$ cat src/rtl/seven_seg_scanner.sv
// seven_seg_scanner: 4-digit common-anode scanner around one shared hex decoder.
// Optional build macro: SEVSEG_LZ_BLANK_EN (leading-zero suppression).

module hex_to_7seg (
   input  logic [3:0] i_nibble,
   output logic [7:0] o_seg
);
   // active-low a..g in [7:1], dp (bit 0) always off
   always_comb begin
      o_seg = 8'hFF;
      unique case (i_nibble)
         4'h0: o_seg = 8'h03;
         4'h1: o_seg = 8'h9F;
         4'h2: o_seg = 8'h25;
         4'h3: o_seg = 8'h0D;
         4'h4: o_seg = 8'h99;
         4'h5: o_seg = 8'h49;
         4'h6: o_seg = 8'h41;
         4'h7: o_seg = 8'h1F;
         4'h8: o_seg = 8'h01;
         4'h9: o_seg = 8'h09;
         4'hA: o_seg = 8'h11;
         4'hB: o_seg = 8'hC1;
         4'hC: o_seg = 8'h63;
         4'hD: o_seg = 8'h85;
         4'hE: o_seg = 8'h61;
         4'hF: o_seg = 8'h71;
      endcase
   end
endmodule

module seven_seg_scanner #(
   parameter int REFRESH_DIV  = 50000,
   parameter int BLANK_CYCLES = 16
) (
   input  logic        i_clk,
   input  logic        i_reset,
   input  logic        i_Enable,
   input  logic [15:0] i_Value,
   input  logic        i_Load,
   input  logic [3:0]  i_DpMask,
   output logic [3:0]  o_DispSelect,
   output logic [7:0]  o_SevenSegValue,
   output logic        o_FrameDone
);
   localparam int CW = (REFRESH_DIV > 2) ? $clog2(REFRESH_DIV) : 1;
   localparam logic [CW-1:0] LAST_C  = CW'(REFRESH_DIV - 1);
   localparam logic [CW-1:0] BLANK_C = CW'(BLANK_CYCLES);

   logic [CW-1:0] r_cnt;
   logic [1:0]    r_idx;
   logic [15:0]   r_pend_val;
   logic [3:0]    r_pend_dp;
   logic          r_pend_flag;
   logic [15:0]   r_act_val;
   logic [3:0]    r_act_dp;

   logic          w_boundary;
   logic          w_copy;
   logic [15:0]   w_val;
   logic [3:0]    w_dp;
   logic [3:0]    w_nibble;
   logic [7:0]    w_seg;
   logic          w_lz;
   logic          w_blank;
   logic          w_last;

   assign w_boundary = i_Enable && (r_cnt == '0) && (r_idx == 2'd0);
   assign w_copy     = w_boundary && r_pend_flag;
   // the frame that starts on the boundary already shows the new contents
   assign w_val      = w_copy ? r_pend_val : r_act_val;
   assign w_dp       = w_copy ? r_pend_dp  : r_act_dp;
   assign w_nibble   = w_val[{r_idx, 2'b00} +: 4];
   assign w_last     = (r_idx == 2'd3) && (r_cnt == LAST_C);

   hex_to_7seg u_dec (
      .i_nibble (w_nibble),
      .o_seg    (w_seg)
   );

`ifdef SEVSEG_LZ_BLANK_EN
   // a digit is a leading zero when it and every higher nibble are zero
   always_comb begin
      w_lz = 1'b0;
      unique case (r_idx)
         2'd3:    w_lz = (w_val[15:12] == 4'h0)  && !w_dp[3];
         2'd2:    w_lz = (w_val[15:8]  == 8'h00) && !w_dp[2];
         2'd1:    w_lz = (w_val[15:4]  == 12'h0) && !w_dp[1];
         default: w_lz = 1'b0;
      endcase
   end
`else
   assign w_lz = 1'b0;
`endif

   assign w_blank = (r_cnt < BLANK_C) || w_lz;

   // slot counter and digit index, parked at frame start while disabled
   always_ff @(posedge i_clk) begin
      if (i_reset || !i_Enable) begin
         r_cnt <= '0;
         r_idx <= 2'd0;
      end else if (r_cnt == LAST_C) begin
         r_cnt <= '0;
         r_idx <= r_idx + 2'd1;
      end else begin
         r_cnt <= r_cnt + 1'b1;
      end
   end

   // pending buffer: last load wins, flag drops when consumed
   always_ff @(posedge i_clk) begin
      if (i_reset) begin
         r_pend_val  <= 16'h0;
         r_pend_dp   <= 4'h0;
         r_pend_flag <= 1'b0;
      end else begin
         if (w_copy) r_pend_flag <= 1'b0;
         if (i_Load) begin
            r_pend_val  <= i_Value;
            r_pend_dp   <= i_DpMask;
            r_pend_flag <= 1'b1;
         end
      end
   end

   // active buffer only changes on a frame boundary
   always_ff @(posedge i_clk) begin
      if (i_reset) begin
         r_act_val <= 16'h0;
         r_act_dp  <= 4'h0;
      end else if (w_copy) begin
         r_act_val <= r_pend_val;
         r_act_dp  <= r_pend_dp;
      end
   end

   // registered anode/segment drive and frame pulse
   always_ff @(posedge i_clk) begin
      if (i_reset) begin
         o_DispSelect    <= 4'hF;
         o_SevenSegValue <= 8'hFF;
         o_FrameDone     <= 1'b0;
      end else begin
         o_FrameDone <= i_Enable && w_last;
         if (!i_Enable || w_blank) begin
            o_DispSelect    <= 4'hF;
            o_SevenSegValue <= 8'hFF;
         end else begin
            o_DispSelect    <= ~(4'b0001 << r_idx);
            o_SevenSegValue <= {w_seg[7:1], w_seg[0] & ~w_dp[r_idx]};
         end
      end
   end
endmodule
$ cat config.mk
export PLATFORM = sky130hd
export DESIGN_NAME = seven_seg_scanner
export DESIGN_NICKNAME = d
export VERILOG_FILES = /design/src/rtl/seven_seg_scanner.sv
export SDC_FILE = /design/constraint.sdc
export NUM_CORES = 1
export LEC_CHECK = 0
export CORE_MARGIN = 4
export CORE_UTILIZATION = 40
export CTS_CLUSTER_SIZE = 30
export DETAILED_ROUTE_END_ITERATION = 6
export RECOVER_POWER = 100
export SKIP_CTS_REPAIR_TIMING = 1
export SLEW_MARGIN = 10
export SYNTH_ARGS = -nofsm -noshare
export SYNTH_HDL_FRONTEND = slang
export SYNTH_SLANG_ARGS = --single-unit
$ cat constraint.sdc
create_clock -name i_clk -period 7 [get_ports i_clk]
set_clock_uncertainty 0.05 [all_clocks]
set_input_delay 1.75 -clock i_clk [delete_from_list [all_inputs] [get_ports i_clk]]
set_output_delay 1.75 -clock i_clk [all_outputs]
set_load 0.02 [all_outputs]
# Yosys cells after proc, flatten, opt, wreduce, memory -nomap -nowiden
# Memory sizes are Yosys's and may differ from the RTL's. A register that Yosys moved wholly into a read port is not among the register bits.
# Index checks and enable logic that the tools add are counted.
# totals
ff_bits	72
output_inout_bits	13
mem_count	1
mem_bits_ro	112
# mem_list
name	words	word_bits	rd	rd_ports_with_merged_regs	wr	line	source
(no name shown)	16	7	1	1	0	11	unique case (i_nibble)
# op_classes
mux	6
n_addsub	2
shifts	2
reduce_logical	13
magnitude_cmp	2
n_eq_ne	2
bitwise_logic	3
# ops
cell	n
16-bit by 1-bit adder with 16-bit output, second input constant	1
16-bit equality test, second input constant	1
16-bit logical NOT	1
16-bit by 5-bit less-than comparator with 1-bit output, second input constant	1
16-bit two-way mux	1
16-bit by 5-bit indexed part select with 4-bit output	1
1-bit logical AND	5
4-bit two-way mux	1
4-bit inverter	1
2-bit OR reduction	2
1-bit by 2-bit left shift with 4-bit output, first input constant	1
2-bit by 3-bit less-than comparator with 1-bit output, second input constant	1
1-bit two-way mux	3
2-bit by 1-bit adder with 2-bit output, second input constant	1
1-bit binary-select mux with 2-bit select	1
2-bit equality test, second input constant	1
2-bit logical NOT	1
1-bit logical OR	2
2-bit nonzero test	1
1-bit AND, first input constant	1
1-bit logical NOT	1
1-bit inverter	1

# Longest topological paths before layout
# logic_depth
word_depth	9
depth_mapped	16

# Hierarchy
# From an unflattened synthesis, not the netlist that was laid out.
# unflattened
cells_unflattened	324
hier_area_um2	3193.1
# by_module_without_submodules
module	n_inst	cells_each	area_each_um2
seven_seg_scanner	1	289	2912.8
hex_to_7seg	1	35	280.3

# Worst setup path after synthesis
# Ideal clock, no wire load.
# synth_timing
kind	input -> register
from	in i_Enable
to	reg o_SevenSegValue[3]
n_path_buf	3
stages	14
required_time_ns	6.871
setup_slack_ns	3.136
arrival_ns	3.735
setup_time_ns	0.079
cell_sequence	and4_1 -> and3_1 -> buf_6 -> buf_12 -> buf_4 -> mux2i_1 -> mux2i_1 -> mux2_2 -> inv_1 -> ha_1 -> inv_1 -> mux2i_1 -> nand2_1 -> o211ai_1
# synth_via
elab_chain_cells	5
word_cells_on_any_way	8
classes_between	1 x shift; 1 x mux; 6 x reduce/logical
# synth_lines
element	line	source
start: declaration	38	input logic i_Enable,
1-bit logical AND (2 in series)	68	assign w_boundary = i_Enable && (r_cnt == '0) && (r_idx == 2'd0);
1-bit logical AND	69	assign w_copy = w_boundary && r_pend_flag;
16-bit two-way mux	n/a	
16-bit by 5-bit indexed part select with 4-bit output	73	assign w_nibble = w_val[{r_idx, 2'b00} +: 4];
end: declaration	43	output logic [7:0] o_SevenSegValue,
# Parallel ways exist; a longest one is shown, timed or not.
# A chain may end at the register's enable or synchronous reset.

# Worst setup path in the final report
# layout_timing
from	in i_Enable
to	reg o_SevenSegValue[4]
# The elaborated chain is that of the path after synthesis.

==> impl_metrics.py <==
metrics = {
    "status": {
        "status": "complete, but fails checks",
        "violations": "capacitance limit, slew limit",
    },
    "synth": {
        "synth_top_cell_by_area": "dfxtp_1",
        "yosysWarnings": 0,
        "avgSynthCellArea_sq_um": 10.02,
        "synth_top_cells_by_count": "72 x dfxtp_1, 67 x nor2_1, 48 x mux2i_1",
        "yosysSeqAreaShare_pct": 47.62,
        "yosysMostFrequentCell": "dfxtp_1",
        "synth_compound_area_share_pct": 2.604,
        "async_flop_share_pct": 0,
        "ys_types": 37,
        "synth_edf_count": 0,
        "synth-simple-area-share_pct": 16.45,
        "synth_adder_area_share_pct": 4.961,
        "syn_area_sq_mm": 0.003027,
        "postSynthCellCount": 302,
        "synth.top_cell.area_share_pct": 47.62,
        "synth_xor_area_share_pct": 4.051,
        "synthMuxAreaShare_pct": 20.34,
        "ys_ff_latch": 72,
        "synth_top_family_by_area": "multiplexers",
        "ys.flop_type": "dfxtp_1",
        "synth_area_leaders": "dfxtp_1 48%, mux2i_1 16%, nor2_1 8.3%",
        "synth_fp_nets": 338,
    },
    "sta": {
        "relSlewSlack_pct": -25.52,
        "final_hold_viol_count": 0,
        "period_share_pct": 74.63,
        "post-route-min-period_ps": 5224,
        "setup_viol_count_final": 0,
        "slew_viol_final": 44,
        "grt_setup_unrepaired": "no",
        "holdWs_ps": 424.1,
        "fmax_mhz": 191.4,
        "finalSetupTns_ps": 0,
        "worst_pin_slew_ps": 1883,
    },
    "floorplan": {
        "num_io_pins": 37,
        "dieArea_sq_mm": 0.009022,
        "die_h_um": 94.99,
        "die_x_um": 94.99,
        "rows": 31,
        "start_util_pct": 41.51,
        "core-area_sq_mm": 0.007292,
    },
    "drt": {
        "dr.pass1.iters": 4,
        "finalWirelength_um": 5669,
        "drt_iter0_drc": 74,
        "vias": 2095,
        "drc": 0,
        "wl_per_cell_um": 12.85,
        "antenna_left": 0,
        "viasPerCell": 4.751,
    },
    "setup_path": {
        "worstPathMaxFanout": 22,
        "critPathArrivalTime_ps": 5360,
        "crit_chain": "dlygate4sd3_1 -> and4_1 -> and3_1 -> clkbuf_1 -> mux2i_1 -> mux4_2 -> ha_1 -> nor2_1 -> a211oi_1 -> o21ai_0",
        "crit_type": "in -> reg",
        "r2r_cells": 11,
        "crit_slowest_cell": "clkbuf_1",
        "slowest_delay_ps": 1080,
        "crit_required_ps": 7140,
        "worst_setup_path_end_kind": "flop",
        "crit_path_start_kind": "input port",
    },
    "global_routing": {
        "antenna_found_initial": 0,
        "grt_max_degree": 44,
        "grt-ovfl-total": 0,
        "grt_pass1_wl_um": 9377,
        "grt_pass1_vias": 1988,
        "track_usage_pct": 13.48,
    },
    "power_and_ir_drop": {
        "leakagePower_nw": 1.378,
        "p_comb_share_pct": 6.0,
        "clkPwrFrac_pct": 45.2,
        "power.density_mw_per_mm2": 236.6,
        "seqPwrFrac_pct": 48.8,
        "p_int_w": 0.0006844,
        "peakVddDrop_v": 0.0001372,
        "swShare_pct": 21.40,
        "switchingPower_w": 0.0001863,
    },
    "min_path": {
        "hold_depth": 1,
        "hold_path_class": "reg -> reg",
    },
    "final_layout": {
        "fin_cells": 441,
        "design_area_sq_mm": 0.003680,
        "finalNetCount": 373,
        "drive_gt1_share_pct": 7.018,
        "antennaDiodeCount": 0,
        "area_growth_pct": 21.58,
    },
    "clock_network": {
        "cts_tree": "done",
        "clock_path_buffers": 2,
        "cts-root-buf": "clkbuf_8",
        "clkTransAtPathRegs_ps": 80,
        "cts_inserted_buffers": 9,
        "cts_sinks": 72,
        "htree_levels": 3,
        "clock_latency_ps": 340,
    },
    "placement": {
        "numPortBuffers": 36,
        "place_area_sq_mm": 0.003447,
        "place.gp.congestion": 0.7438,
        "dp_cells": 425,
        "place_hpwl_um": 3939,
    },
    "job": {
        "maxCapViolCount": 1,
    },
}
cell families (layout without fill, tap and decap cells):
| logic type | Yosys count | in the layout |
|---|---|---|
| AOI/OAI and AO/OA | 12 | 12 |
| xor gates and xnor gates | 14 | 14 |
| adders and majority gates | 12 | 12 |
| buffers and inverters | 24 | 64 |
| DFF | 72 | 72 |
| muxes | 55 | 55 |
| and+or+nand+nor | 113 | 113 |
power groups by stage:
stage	logic [W]	registers (W)	clock network, W
2_1_floorplan	0.0000359	0.000432	0
3_3_place_gp	0.0000521	0.000435	0
3_5_place_dp	0.0000529	0.000435	0
4_1_cts	0.0000532	0.000425	0.000405
5_1_grt	0.0000586	0.000426	0.000421
6_report	0.0000522	0.000425	0.000394
area by class of cell:
| cell class | count | area (sq um) |
|---|---|---|
| fillers | 718 | 3612 |
| multi-input cells | 206 | 1465 |
| flip-flops and latches | 72 | 1441 |
| repair buffers | 39 | 371.6 |
| clock buffers | 9 | 123.9 |
| well taps | 99 | 123.9 |
| clock inverters | 7 | 120.1 |
| inverters | 9 | 33.78 |
metal layers:
| metal | vias up | global-route usage (%) | routed length (um) | share of wire, % |
|---|---|---|---|---|
| met3 | 9 | 4.781 | 273 | 4.8 |
| met2 | 30 | 22.55 | 2685 | 47 |
| met1 | 964 | 15.89 | 2611 | 46 |
| li1 | 1092 | - | - | - |
| met4 | 0 | 4.928 | 99 | 1.7 |
| met5 | - | 0 | 0 | 0 |
worst paths after layout:
| check | startpoint | slack (ps) | endpoint |
|---|---|---|---|
| setup reg to reg | r_idx[1] | 2870 | o_SevenSegValue[4] |
| setup / recovery | i_Enable | 1780 | o_SevenSegValue[4] |
| hold / removal | r_cnt[0] | 420 | r_cnt[0] |
| hold reg to reg | r_cnt[0] | 420 | r_cnt[0] |
sequential cells by signal (all words and copies together) (netlist names):
name             count
o_DispSelect         4
o_FrameDone          1
o_SevenSegValue      8
r_act_dp             4
r_act_val           16
r_cnt               16
r_idx                2
r_pend_dp            4
r_pend_flag          1
r_pend_val          16
metrics by stage:
step            power, W  setup slack, ps  util (%)
2_1_floorplan  0.0004680             3136         -
3_3_place_gp   0.0004866             2463     47.27
3_5_place_dp   0.0004875             2386     47.27
4_1_cts        0.0008830             2761     50.62
5_1_grt        0.0009053             1478     50.46
6_report       0.0008707             1776     50.46
layout by cell type, fill, tap and decap left out, types with 2 or more instances in the layout:
master           instances
clkbuf_1                 3
o21ai_0                  3
ha_1                    12
nand2_1                 16
mux2_2                   2
and3_1                   5
nand3_1                  8
nand4_1                  2
dlygate4sd3_1           16
xor2_1                   7
clkdlybuf4s50_1         20
or3_1                    2
clkbuf_8                 9
a21oi_1                  2
o221ai_1                 2
dfxtp_1                 72
clkinv_4                 2
bufinv_16                3
xnor2_1                  7
mux2i_1                 48
inv_1                    8
nor2_1                  67
nand2b_1                 3
o211ai_1                 3
mux4_2                   5
nor3_1                   3
worst max-delay path: cells and delay by family:
kind	cells	cell delay, ps
compound gates	2	340
fa+ha+maj	1	330
buf+inv	2	1650
mux	2	880
simple gates	3	410
(Power assumes the default switching activity.)
